--- config.mk ---
export PLATFORM = sky130hd
export DESIGN_NAME = bcd_to_bin8
export DESIGN_NICKNAME = d
export VERILOG_FILES = /design/src/rtl/bcd_to_bin8.sv
export SDC_FILE = /design/constraint.sdc
export NUM_CORES = 1
export LEC_CHECK = 0
export BUFFER_PORTS_ARGS = -buffer_cell sky130_fd_sc_hd__clkbuf_2
export CAP_MARGIN = 25
export CORE_MARGIN = 2
export CORE_UTILIZATION = 45
export DETAILED_ROUTE_END_ITERATION = 10
export PLACE_DENSITY = 0.66
export SLEW_MARGIN = 5
export SYNTH_ARGS = -nofsm -noshare
export SYNTH_HDL_FRONTEND = slang
export SYNTH_SLANG_ARGS = --single-unit
--- constraint.sdc ---
create_clock -name clk -period 1.65 [get_ports clk]
set_input_delay 0.0825 -clock clk [delete_from_list [all_inputs] [get_ports clk]]
set_output_delay 0.0825 -clock clk [all_outputs]
set_load 0.02 [all_outputs]
--- src/rtl/bcd_to_bin8.sv ---
// Sequential 3-digit packed BCD to 8-bit binary converter using reverse double-dabble,
// one right-shift with digit correction per clock behind a start/done handshake.
module bcd_to_bin8 (
  input  logic        clk,
  input  logic        reset,
  input  logic        start,
  input  logic [11:0] bcd_in,
  output logic [7:0]  bin,
  output logic        busy,
  output logic        done,
  output logic        ovf,
  output logic        err
);

  typedef enum logic [1:0] {IDLE, SHIFT, DONE} state_t;

  state_t      state_q, state_d;
  logic [19:0] work_q, work_d;
  logic [3:0]  cnt_q, cnt_d;
  logic [7:0]  bin_q, bin_d;
  logic        busy_q, busy_d;
  logic        done_q, done_d;
  logic        ovf_q, ovf_d;
  logic        err_q, err_d;

  // Shift right, then pull each BCD nibble that reached 8+ back into decimal range.
  function automatic logic [19:0] dabble_step(input logic [19:0] w);
    logic [19:0] s;
    s = w >> 1;
    for (int i = 0; i < 3; i++) begin
      if (s[8+4*i +: 4] >= 4'd8) s[8+4*i +: 4] = s[8+4*i +: 4] - 4'd3;
    end
    return s;
  endfunction

  function automatic logic bad_digit(input logic [11:0] b);
    return (b[11:8] > 4'd9) || (b[7:4] > 4'd9) || (b[3:0] > 4'd9);
  endfunction

  always_comb begin
    state_d = state_q;
    work_d  = work_q;
    cnt_d   = cnt_q;
    bin_d   = bin_q;
    busy_d  = busy_q;
    done_d  = 1'b0;
    ovf_d   = ovf_q;
    err_d   = err_q;
    case (state_q)
      IDLE: begin
        if (start) begin
          if (bad_digit(bcd_in)) begin
            err_d   = 1'b1;
            ovf_d   = 1'b0;
            bin_d   = 8'h00;
            done_d  = 1'b1;
            busy_d  = 1'b0;
            state_d = DONE;
          end else begin
            work_d  = {bcd_in, 8'h00};
            cnt_d   = 4'd0;
            err_d   = 1'b0;
            busy_d  = 1'b1;
            state_d = SHIFT;
          end
        end
      end
      SHIFT: begin
        work_d = dabble_step(work_q);
        cnt_d  = cnt_q + 4'd1;
        if (cnt_q == 4'd7) begin
          // The BCD field now holds floor(value/256); nonzero means overflow.
          bin_d   = work_d[7:0];
          ovf_d   = |work_d[19:8];
          busy_d  = 1'b0;
          done_d  = 1'b1;
          state_d = DONE;
        end
      end
      DONE:    state_d = IDLE;
      default: state_d = IDLE;
    endcase
  end

  always_ff @(posedge clk or negedge reset) begin
    if (!reset) begin
      state_q <= IDLE;
      work_q  <= '0;
      cnt_q   <= '0;
      bin_q   <= '0;
      busy_q  <= 1'b0;
      done_q  <= 1'b0;
      ovf_q   <= 1'b0;
      err_q   <= 1'b0;
    end else begin
      state_q <= state_d;
      work_q  <= work_d;
      cnt_q   <= cnt_d;
      bin_q   <= bin_d;
      busy_q  <= busy_d;
      done_q  <= done_d;
      ovf_q   <= ovf_d;
      err_q   <= err_d;
    end
  end

  assign bin  = bin_q;
  assign busy = busy_q;
  assign done = done_q;
  assign ovf  = ovf_q;
  assign err  = err_q;

endmodule

==> results.py, run 1 <==
metrics = {
    "floorplanning": {
        "die_h_um": 66.5,
        "rows": 22,
        "dieArea_sq_um": 4420,
        "io_pins": 27,
        "die_x_um": 66.5,
        "initial_core_util_pct": 47.2,
        "core-area_sq_um": 3720,
    },
    "timing": {
        "finalCritPeriodShare_pct": 90.3,
        "period_needed_ns": 1.49,
        "skew_ns": 0.00229,
        "finalSetupViolations": 0,
        "fin_tns_setup_ns": 0,
        "tightestPinTransition_ns": 0.529,
        "max_freq_mhz": 671,
        "hold_viol": 0,
        "slew_headroom_pct": 64.7,
        "slew_viol_final": 0,
        "timing.hold.ws_ns": 0.0555,
        "rsz0062_at_grt": "false",
    },
    "yosys": {
        "yosys-top-cells-count": "37 x dfrtp_1, 17 x a22o_1, 16 x nand2_1, 13 x o21ai_1, 7 x a21oi_1",
        "synth_edf_count": 0,
        "yosysSeqAreaShare_pct": 52.7,
        "synth_area_leaders": "dfrtp_1 53%, a22o_1 8.5%, o21ai_1 3.7%",
        "yosysMostFrequentCell": "dfrtp_1",
        "yosysUniqueCellTypes": 34,
        "syn-num-nets": 183,
        "async_flop_share_pct": 100,
        "synth_flop_cell": "dfrtp_1",
        "synth_cells": 163,
        "synth_seq_cells": 37,
        "synth_area_sq_um": 1760,
        "synth_area_per_cell_sq_um": 10.8,
        "yosysWarnings": 0,
        "yosys.area.top_type_share_pct": 52.7,
        "synth_area_leader_cell": "dfrtp_1",
    },
    "worst_hold_path": {
        "hold_path_end": "work_q[19]$_DFFE_PN0P_",
        "min_path_type": "in -> reg",
        "holdPathStages": 3,
        "min_from": "bcd_in[11]",
    },
    "layout": {
        "design_area_sq_um": 2080,
        "insertedDiodeCount": 0,
        "postLayoutCoreUtil_pct": 55.9,
        "syn_to_final_growth_pct": 18.3,
        "nets": 218,
        "drive_above_1_share_pct": 26.1,
    },
    "clocking": {
        "postCtsSetupRepairBufs": 0,
        "clock-sinks": 37,
        "cts_buffer_depth": 2,
        "htreeDepth": 2,
        "clkLatencyLatePin_ns": 0.28,
        "cts-buffers-inserted": 5,
        "clk_pin_slew_worst_paths_ns": 0.07,
        "cts_tree": "done",
        "cts_root_buffer": "clkbuf_8",
    },
    "placement": {
        "gp_congestion": 0.767,
        "dp_hpwl_um": 2730,
        "post_dp_cell_area_sq_um": 1980,
        "io_buffer_count": 26,
    },
    "routing": {
        "via_per_inst": 5.47,
        "antenna_left": 0,
        "dr.pass1.iters": 4,
        "wl_per_cell_um": 14.7,
        "drt_iter0_markers": 108,
        "vias": 1351,
        "drc_errors": 0,
        "wl_um": 3630,
    },
    "worst_setup_path": {
        "critPathMaxFanout": 5,
        "ff2ff_path_depth": 6,
        "arrival_ns": 1.66,
        "critPathRequiredTime_ns": 1.82,
        "critPathLaunchType": "flip-flop",
        "cpPeakStageDelay_ns": 0.42,
        "regToRegEndpoint": "ovf$_DFFE_PN0P_",
        "cp_cell_sequence": "inv_1, ha_1, mux2i_1, and3_1, nand4_1, a22o_1",
        "crit_family": "flip-flops",
        "criticalPathCategory": "reg -> reg",
        "reg2reg_from": "work_q[13]$_DFFE_PN0P_",
        "cp.buffers_inverters": 1,
        "cp_slowest_cell": "dfrtp_1",
        "end_kind": "flip-flop",
        "reg2reg_slack_ns": 0.16,
    },
    "grt": {
        "gr-total-overflow": 0,
        "grt_pass1_wl_um": 6300,
        "antenna_found_initial": 0,
        "grt_max_degree": 21,
        "grt_pass1_vias": 1359,
        "gr-usage-all-layers_pct": 19.5,
    },
    "pwr": {
        "total_power_w": 0.00343,
        "p_per_area_nw_per_um2": 1650,
        "peakVddDrop_uv": 654,
        "p_leak_nw": 1.04,
    },
    "flow_run": {
        "max_cap_violations": 0,
    },
    "outcome": {
        "outcome": "completed",
    },
}
[logic make-up after synthesis]
group	share of synthesized area [%]
DFF	52.7
AOI/OAI and AO/OA	22.2
xor gates and xnor gates	2.49
buffers and inverters	5.06
adders and majority gates	3.56
muxes	3.42
and+or+nand+nor	10.5
[layout make-up]
type / instances / area (sq um)
clock buffer: 6 / 72.6
clock inverter: 2 / 10.0
fill: 349 / 1640
inverter: 8 / 30.0
multi-input combinational: 108 / 741
sequential: 37 / 928
tap: 48 / 60.1
timing repair buffer: 38 / 235
[state kept, by name, summed over array words and instances (netlist names)]
| name | count |
|---|---|
| work_q | 19 |
| bin | 8 |
| cnt_q | 4 |
| state_q | 2 |
| busy | 1 |
| done | 1 |
| err | 1 |
| ovf | 1 |
[worst reg2reg max path, cell delays in order, from the launching register on]
cell and delay, ns:
dfrtp_1 0.42, inv_1 0.06, ha_1 0.28, mux2i_1 0.17, and3_1 0.17, nand4_1 0.09
a22o_1 0.19
[routing by layer]
| metal | up-vias | wire length (um) | global-route usage [%] |
|---|---|---|---|
| li1 | 646 | - | - |
| met1 | 661 | 1620 | 26.1 |
| met2 | 38 | 1760 | 30.6 |
| met3 | 6 | 199 | 5.07 |
| met4 | 0 | 48 | 6.89 |
| met5 | - | 0 | 0 |
[worst max-delay path by stage]
stage	from	end	depth (start not counted)
2_1_floorplan	work_q[9]$_DFFE_PN0P_	ovf$_DFFE_PN0P_	4
6_report	work_q[13]$_DFFE_PN0P_	ovf$_DFFE_PN0P_	6
3_3_place_gp	work_q[9]$_DFFE_PN0P_	ovf$_DFFE_PN0P_	5
3_5_place_dp	work_q[9]$_DFFE_PN0P_	ovf$_DFFE_PN0P_	5
5_1_grt	work_q[13]$_DFFE_PN0P_	ovf$_DFFE_PN0P_	6
4_1_cts	work_q[9]$_DFFE_PN0P_	ovf$_DFFE_PN0P_	5
[timing repair]
item / 4_1_cts / 5_1_grt
resized for setup: 0 / 2
setup endpoints to repair: 0 / 1
hold buffers: 1 / 0
hold endpoints to repair: 19 / 0
[per-stage QoR]
step                worst slack, ns  std cells
floorplan                     0.245        163
global placement              0.200        238
detailed placement            0.133        238
CTS                           0.120        247
global route                 0.0180        247
finish                        0.161        247
[cell usage in the layout, fill, tap and decap left out, types with 2 or more instances in the layout]
cell type,count
dfrtp_1,35
clkbuf_2,26
a22o_1,17
nand2_1,16
o21ai_1,13
buf_4,10
a21oi_1,7
inv_1,6
mux2i_1,6
nor2_1,6
a21o_1,5
xnor2_1,5
ha_1,5
clkbuf_8,5
nand3_1,4
nor2b_1,3
o21ai_2,3
nand2b_1,2
nor3_1,2
inv_2,2
nand4_1,2
o31ai_1,2
clkinv_2,2
dfrtp_2,2
[power breakdown]
| part | total (W) | switching, W | internal [W] |
|---|---|---|---|
| logic | 0.00134 | 0.000718 | 0.000623 |
| registers | 0.00150 | 0.000292 | 0.00121 |
| clock network | 0.000586 | 0.000294 | 0.000292 |
| total | 0.00343 | 0.00130 | 0.00213 |
No activity file was read; power rests on OpenSTA's default activity.
==> run 2, diff against run 1 <==
ABC_AREA = 1   (was unset)
ABC_CLOCK_PERIOD_IN_PS = 1650   (was unset)
PLACE_DENSITY = 0.65   (was 0.66)
==> run 2 against run 1 <==
Against the previous run:
- sequential cell count unchanged
- non-clock buffer count decreased by 5
- routed wire length increased by 8.6%
- sequential power increased by 3%
- clock power increased by 5.3%
- critical path depth increased by 4
- fmax increased by 5.1%
==> results.py, run 2 <==
metrics = {
    "timing": {
        "skew_ns": 0.00544,
        "tightestPinTransition_ns": 0.681,
        "fin_ws_ns": 0.232,
        "slew_viol_final": 0,
        "fin_tns_setup_ns": 0,
        "period_needed_ns": 1.42,
        "slew_headroom_pct": 54.6,
        "rsz0062_at_grt": "false",
        "max_freq_mhz": 705,
        "finalSetupViolations": 0,
        "timing.hold.ws_ns": 0.0281,
        "hold_viol": 0,
        "finalCritPeriodShare_pct": 85.9,
    },
    "yosys": {
        "synth_flop_cell": "dfrtp_1",
        "syn-num-nets": 272,
        "yosysUniqueCellTypes": 17,
        "synth_area_per_cell_sq_um": 7.45,
        "synth_seq_cells": 37,
        "synth_cells": 252,
        "yosysWarnings": 0,
        "synth_area_sq_um": 1880,
        "async_flop_share_pct": 100,
        "yosys.area.top_type_share_pct": 49.3,
        "synth_area_leaders": "dfrtp_1 49%, nand2_1 24%, nand3_1 8.0%",
        "yosysMostFrequentCell": "nand2_1",
        "synth_edf_count": 0,
        "yosysSeqAreaShare_pct": 49.3,
        "synth_area_leader_cell": "dfrtp_1",
        "yosys-top-cells-count": "119 x nand2_1, 37 x dfrtp_1, 30 x nand3_1, 18 x inv_1, 13 x o21ai_0",
    },
    "worst_setup_path": {
        "critPathMaxFanout": 5,
        "crit_family": "simple AND/OR/NAND/NOR gates",
        "regToRegEndpoint": "ovf$_DFFE_PN0P_",
        "critPathRequiredTime_ns": 1.84,
        "criticalPathCategory": "reg -> reg",
        "endpoint": "ovf$_DFFE_PN0P_",
        "cpMostUsedCell": "nand2_1",
        "ff2ff_path_depth": 10,
        "reg2reg_slack_ns": 0.23,
        "path_depth": 10,
        "reg2reg_from": "work_q[13]$_DFFE_PN0P_",
        "cp_cell_sequence": "inv_1, ha_1, nand2_1, nand2_1, nor2_1, nand2_1, nor2_1, nand2_1, nand2_1, nand2_1",
        "critPathLaunch": "work_q[13]$_DFFE_PN0P_",
        "arrival_ns": 1.60,
        "cp.buffers_inverters": 1,
        "end_kind": "flip-flop",
        "cpPeakStageDelay_ns": 0.41,
        "cp_slowest_cell": "dfrtp_2",
        "critPathLaunchType": "flip-flop",
    },
    "floorplanning": {
        "initial_core_util_pct": 47.0,
        "dieArea_sq_um": 4710,
        "die_h_um": 68.6,
        "rows": 23,
        "io_pins": 27,
        "die_x_um": 68.6,
        "core-area_sq_um": 4000,
    },
    "clocking": {
        "cts_tree": "done",
        "htreeDepth": 2,
        "clock-sinks": 37,
        "clkLatencyLatePin_ns": 0.29,
        "cts_root_buffer": "clkbuf_8",
        "cts-buffers-inserted": 5,
        "postCtsSetupRepairBufs": 0,
        "cts_buffer_depth": 2,
        "clk_pin_slew_worst_paths_ns": 0.07,
    },
    "routing": {
        "drc_errors": 0,
        "vias": 1634,
        "via_per_inst": 4.91,
        "dr.pass1.iters": 4,
        "wl_um": 3940,
        "drt_iter0_markers": 113,
        "wl_per_cell_um": 11.8,
        "antenna_left": 0,
    },
    "pwr": {
        "p_sw_w": 0.00165,
        "peakVddDrop_uv": 727,
        "internal-power_w": 0.00212,
        "seqPwrFrac_pct": 40.8,
        "clkPwrFrac_pct": 16.4,
        "p_leak_nw": 1.24,
        "netSwitchingFraction_pct": 43.8,
        "p_per_area_nw_per_um2": 1740,
        "combPwrFrac_pct": 42.8,
        "total_power_w": 0.00377,
    },
    "placement": {
        "placedCellCount": 324,
        "dp_hpwl_um": 2850,
        "dp_slack_ns": 0.222,
        "gp_congestion": 0.803,
        "io_buffer_count": 26,
    },
    "grt": {
        "gr-total-overflow": 0,
        "grt_pass1_vias": 1468,
        "grt_max_degree": 29,
        "use_met2_pct": 30.8,
        "grt.met1_usage_pct": 25.7,
        "busiest_layer": "met2",
        "gr-usage-met3_pct": 4.06,
        "antenna_found_initial": 0,
        "gr-usage-all-layers_pct": 19.7,
        "grt_pass1_wl_um": 6670,
    },
    "layout": {
        "insertedDiodeCount": 0,
        "top_register": "work_q",
        "largest_reg_flops": 19,
        "nets": 302,
        "syn_to_final_growth_pct": 15.3,
        "instances_no_fill": 333,
        "mostFrequentLayoutCell": "nand2_1",
        "layout_common_cells": "119 x nand2_1, 36 x dfrtp_1, 30 x nand3_1",
        "drive_above_1_share_pct": 17.0,
    },
    "worst_hold_path": {
        "min_path_type": "in -> reg",
    },
    "flow_run": {
        "max_cap_violations": 0,
    },
    "outcome": {
        "outcome": "completed",
    },
}
[run 2: cell count changes after synthesis, sizes merged, moves of 3 or more]
| cell | change |
|---|---|
| nand3 | +26 |
| a21o | -5 |
| a21oi | -6 |
| a22o | -17 |
| inv | +13 |
| nor2 | +3 |
| nor2b | -3 |
| xnor2 | -5 |
| mux2i | -6 |
| nand2 | +103 |
[run 2: worst min path at each step]
stage	startpoint	slack [ns]	depth (start not counted)	endpoint
2_1_floorplan	reset	-0.21	0	bin[0]$_DFFE_PN0P_
3_3_place_gp	reset	0.16	1	err$_DFFE_PN0P_
3_5_place_dp	reset	0.16	1	done$_DFF_PN0_
4_1_cts	bcd_in[11]	0.03	3	work_q[19]$_DFFE_PN0P_
5_1_grt	bcd_in[11]	0.05	3	work_q[19]$_DFFE_PN0P_
6_report	bcd_in[11]	0.03	3	work_q[19]$_DFFE_PN0P_
[run 2: per-stage QoR]
step / utilization (%) / area [sq um]
after global placement: 51.7 / 2070
after detailed placement: 51.7 / 2070
after floorplan: - / 1880
final: 54.1 / 2160
after global routing: 54.1 / 2160
after CTS: 54.1 / 2160
[run 2: area by class of cell]
| type | count | area [sq um] |
|---|---|---|
| Sequential cell | 37 | 927 |
| Multi-Input combinational cell | 184 | 812 |
| Clock buffer | 5 | 68.8 |
| Inverter | 21 | 78.8 |
| Tap cell | 50 | 62.6 |
| Timing Repair Buffer | 33 | 198 |
| Fill cell | 406 | 1840 |
| Clock inverter | 3 | 17.5 |
[run 2: timing repair]
item / CTS / global route
gates resized for setup: 0 / 1
hold buffers: 1 / 0
endpoints found under the hold margin: 26 / 0
endpoints found under the setup margin: 0 / 1
[run 2: routing by layer]
metal,up-vias,wire length [um]
met4,0,89
met1,750,1880
met2,29,1810
met5,-,0
met3,9,155
li1,846,-
[run 2: power groups by stage]
stage | Sequential, W | Combinational (W) | Clock [W]
after detailed placement | 0.00155 | 0.00162 | 0
after CTS | 0.00154 | 0.00163 | 0.000633
after global placement | 0.00155 | 0.00160 | 0
after floorplan | 0.00159 | 0.00114 | 0
final | 0.00154 | 0.00161 | 0.000617
after global routing | 0.00159 | 0.00187 | 0.000668
[run 2: kinds of logic after synthesis]
logic type,share of synthesized area [%]
buffers and inverters,7.46
adder cells (fa/ha/maj),3.33
flip-flops,49.3
AND/OR/NAND/NOR,35.1
AO/OA/AOI/OAI,4.80
[run 2: worst reg2reg max path: stages, from the launching register on]
cell and delay (ns):
dfrtp_2 0.41, inv_1 0.07, ha_1 0.29, nand2_1 0.07
nand2_1 0.06, nor2_1 0.09, nand2_1 0.06, nor2_1 0.08
nand2_1 0.07, nand2_1 0.08, nand2_1 0.05
==> run 3, diff against run 2 <==
ABC_CLOCK_PERIOD_IN_PS = 1300   (was 1650)
CORE_MARGIN = unset   (was 2)
PLACE_DENSITY = 0.68   (was 0.65)
clock period = 1.3 ns   (was 1.65 ns; I/O delays follow)
==> run 3 against run 2 <==
Against the previous run:
- the flow now finishes with violations (setup timing)
- sequential cell count did not move
- first-iteration DRC count decreased by 19%
- final area increased by 10%
- sequential power up 26%
- register-to-register slack got worse by 0.24 ns
- hold slack got worse by 0.0089 ns
- global-route usage is 0.33 points higher
- critical path depth unchanged
- non-clock buffer count grew 19
- critical path type unchanged
- critical endpoint unchanged
- largest cell class unchanged
- largest power group unchanged
- highest routed layer unchanged
==> results.py, run 3 (synthesized netlist as in run 2, its figures left out) <==
metrics = {
    "outcome": {
        "outcome": "finished, violations left",
        "violations": "setup timing",
    },
    "floorplanning": {
        "rows": 23,
        "dieArea_sq_um": 4440,
        "io_pins": 27,
        "core-area_sq_um": 4000,
        "initial_core_util_pct": 47.0,
        "die_x_um": 66.6,
        "die_h_um": 66.6,
    },
    "routing": {
        "vias": 1726,
        "drc_errors": 0,
        "wl_um": 4220,
        "wl_per_cell_um": 12.0,
        "antenna_left": 0,
        "via_per_inst": 4.92,
        "dr.pass1.iters": 5,
        "drt_iter0_markers": 92,
    },
    "worst_setup_path": {
        "critPathMaxFanout": 3,
        "critPathLaunchType": "flip-flop",
        "criticalPathCategory": "reg -> reg",
        "end_kind": "flip-flop",
        "arrival_ns": 1.48,
        "critPathRequiredTime_ns": 1.47,
    },
    "layout": {
        "nets": 321,
        "design_area_sq_um": 2390,
        "syn_to_final_growth_pct": 27.0,
        "drive_above_1_share_pct": 29.2,
        "postLayoutCoreUtil_pct": 59.6,
        "mostFrequentLayoutCell": "nand2_1",
        "top_register": "work_q",
        "layout_common_cells": "113 x nand2_1, 37 x dfrtp_1, 29 x nand3_1",
        "largest_reg_flops": 19,
        "insertedDiodeCount": 0,
    },
    "placement": {
        "dp_hpwl_um": 2930,
        "io_buffer_count": 26,
        "post_dp_cell_area_sq_um": 2150,
        "gp_congestion": 0.792,
    },
    "timing": {
        "hold_viol": 0,
        "tightestPinTransition_ns": 0.468,
        "finalCritPeriodShare_pct": 101,
        "max_freq_mhz": 765,
        "fin_ws_ns": -0.00770,
        "finalSetupViolations": 1,
        "slew_viol_final": 0,
        "period_needed_ns": 1.31,
        "slew_headroom_pct": 68.8,
        "skew_ns": 0.00534,
        "rsz0062_at_grt": "true",
    },
    "clocking": {
        "clkLatencyLatePin_ns": 0.28,
        "cts-buffers-inserted": 5,
        "htreeDepth": 2,
        "clock-sinks": 37,
        "cts_buffer_depth": 2,
        "cts_tree": "done",
        "cts_root_buffer": "clkbuf_8",
        "clk_pin_slew_worst_paths_ns": 0.07,
    },
    "pwr": {
        "p_leak_nw": 1.34,
        "p_per_area_nw_per_um2": 2270,
        "peakVddDrop_uv": 1030,
    },
    "worst_hold_path": {
        "min_path_type": "in -> reg",
    },
    "grt": {
        "antenna_found_initial": 0,
        "grt_pass1_vias": 1468,
        "grt_pass1_wl_um": 6490,
        "gr-usage-all-layers_pct": 20.0,
        "grt_max_degree": 38,
        "gr-total-overflow": 0,
    },
    "flow_run": {
        "max_cap_violations": 0,
    },
}
run 3: changes by cell type in the layout (fill, tap and decap cells not counted), sizes merged:
cell / change
buf: +19
clkinv: -2
clkbuf: +1
run 3: final timing paths:
| kind | from | end | slack (ns) | cells past startpoint |
|---|---|---|---|---|
| max in group asynchronous | reset | cnt_q[3]$_DFFE_PN0P_ | 0.61 | 3 |
| min in group asynchronous | reset | done$_DFF_PN0_ | 0.36 | 3 |
| setup reg to reg | work_q[13]$_DFFE_PN0P_ | ovf$_DFFE_PN0P_ | -0.008 | 10 |
| hold reg to reg | work_q[1]$_DFFE_PN0P_ | work_q[1]$_DFFE_PN0P_ | 0.47 | 2 |
| hold / removal | bcd_in[11] | work_q[19]$_DFFE_PN0P_ | 0.02 | 3 |
| setup / recovery | work_q[13]$_DFFE_PN0P_ | ovf$_DFFE_PN0P_ | -0.008 | 10 |
run 3: power breakdown:
part,internal (W),total (W),leakage (nW),switching (W)
combinational,0.00109,0.00267,0.810,0.00158
clock,0.000419,0.000808,0.0433,0.000389
sequential,0.00159,0.00194,0.486,0.000353
run 3: metrics by stage:
step                      power, W  hold WS, ns  TNS (ns)  cells  setup slack (ns)
after detailed placement   0.00424        0.133   -0.0220    337           -0.0220
final                      0.00542       0.0192  -0.00770    351          -0.00770
after global routing       0.00589       0.0213    -0.447    351            -0.121
after floorplan            0.00345       -0.231         0    252            0.0188
after CTS                  0.00507       0.0184   -0.0165    346           -0.0165
after global placement     0.00419        0.135   -0.0158    337           -0.0158
run 3: routing by layer:
metal | share of wire [%] | track usage, %
met1 | 47 | 25.7
met2 | 50 | 33.1
met3 | 2.8 | 4.62
met4 | 0.85 | 6.38
met5 | 0 | 0
run 3: what timing repair did:
| action | CTS | global route |
|---|---|---|
| buffers inserted | 1 | 5 |
| pin swaps | 1 | 11 |
| gates resized for setup | 1 | 31 |
| setup endpoints to repair | 4 | 24 |
| hold buffers | 1 | 0 |
| hold endpoints to repair | 37 | 0 |
| cloned | 0 | 0 |
run 3: area by class of cell:
type | instances | area [sq um]
sequential | 37 | 926
multi-input combinational | 184 | 891
inverter | 21 | 81.3
clock inverter | 1 | 7.51
tap | 50 | 62.6
fill | 364 | 1610
timing repair buffer | 52 | 335
clock buffer | 6 | 82.6
run 3: worst max-delay path, cell delays in order, from the launching register on:
cell	delay [ns]
dfrtp_1	0.40
inv_2	0.09
ha_4	0.20
nand2_2	0.07
nand2_2	0.06
nor2_2	0.10
nand2_1	0.05
nor2_1	0.09
nand2_1	0.05
nand2_1	0.05
nand2_1	0.04
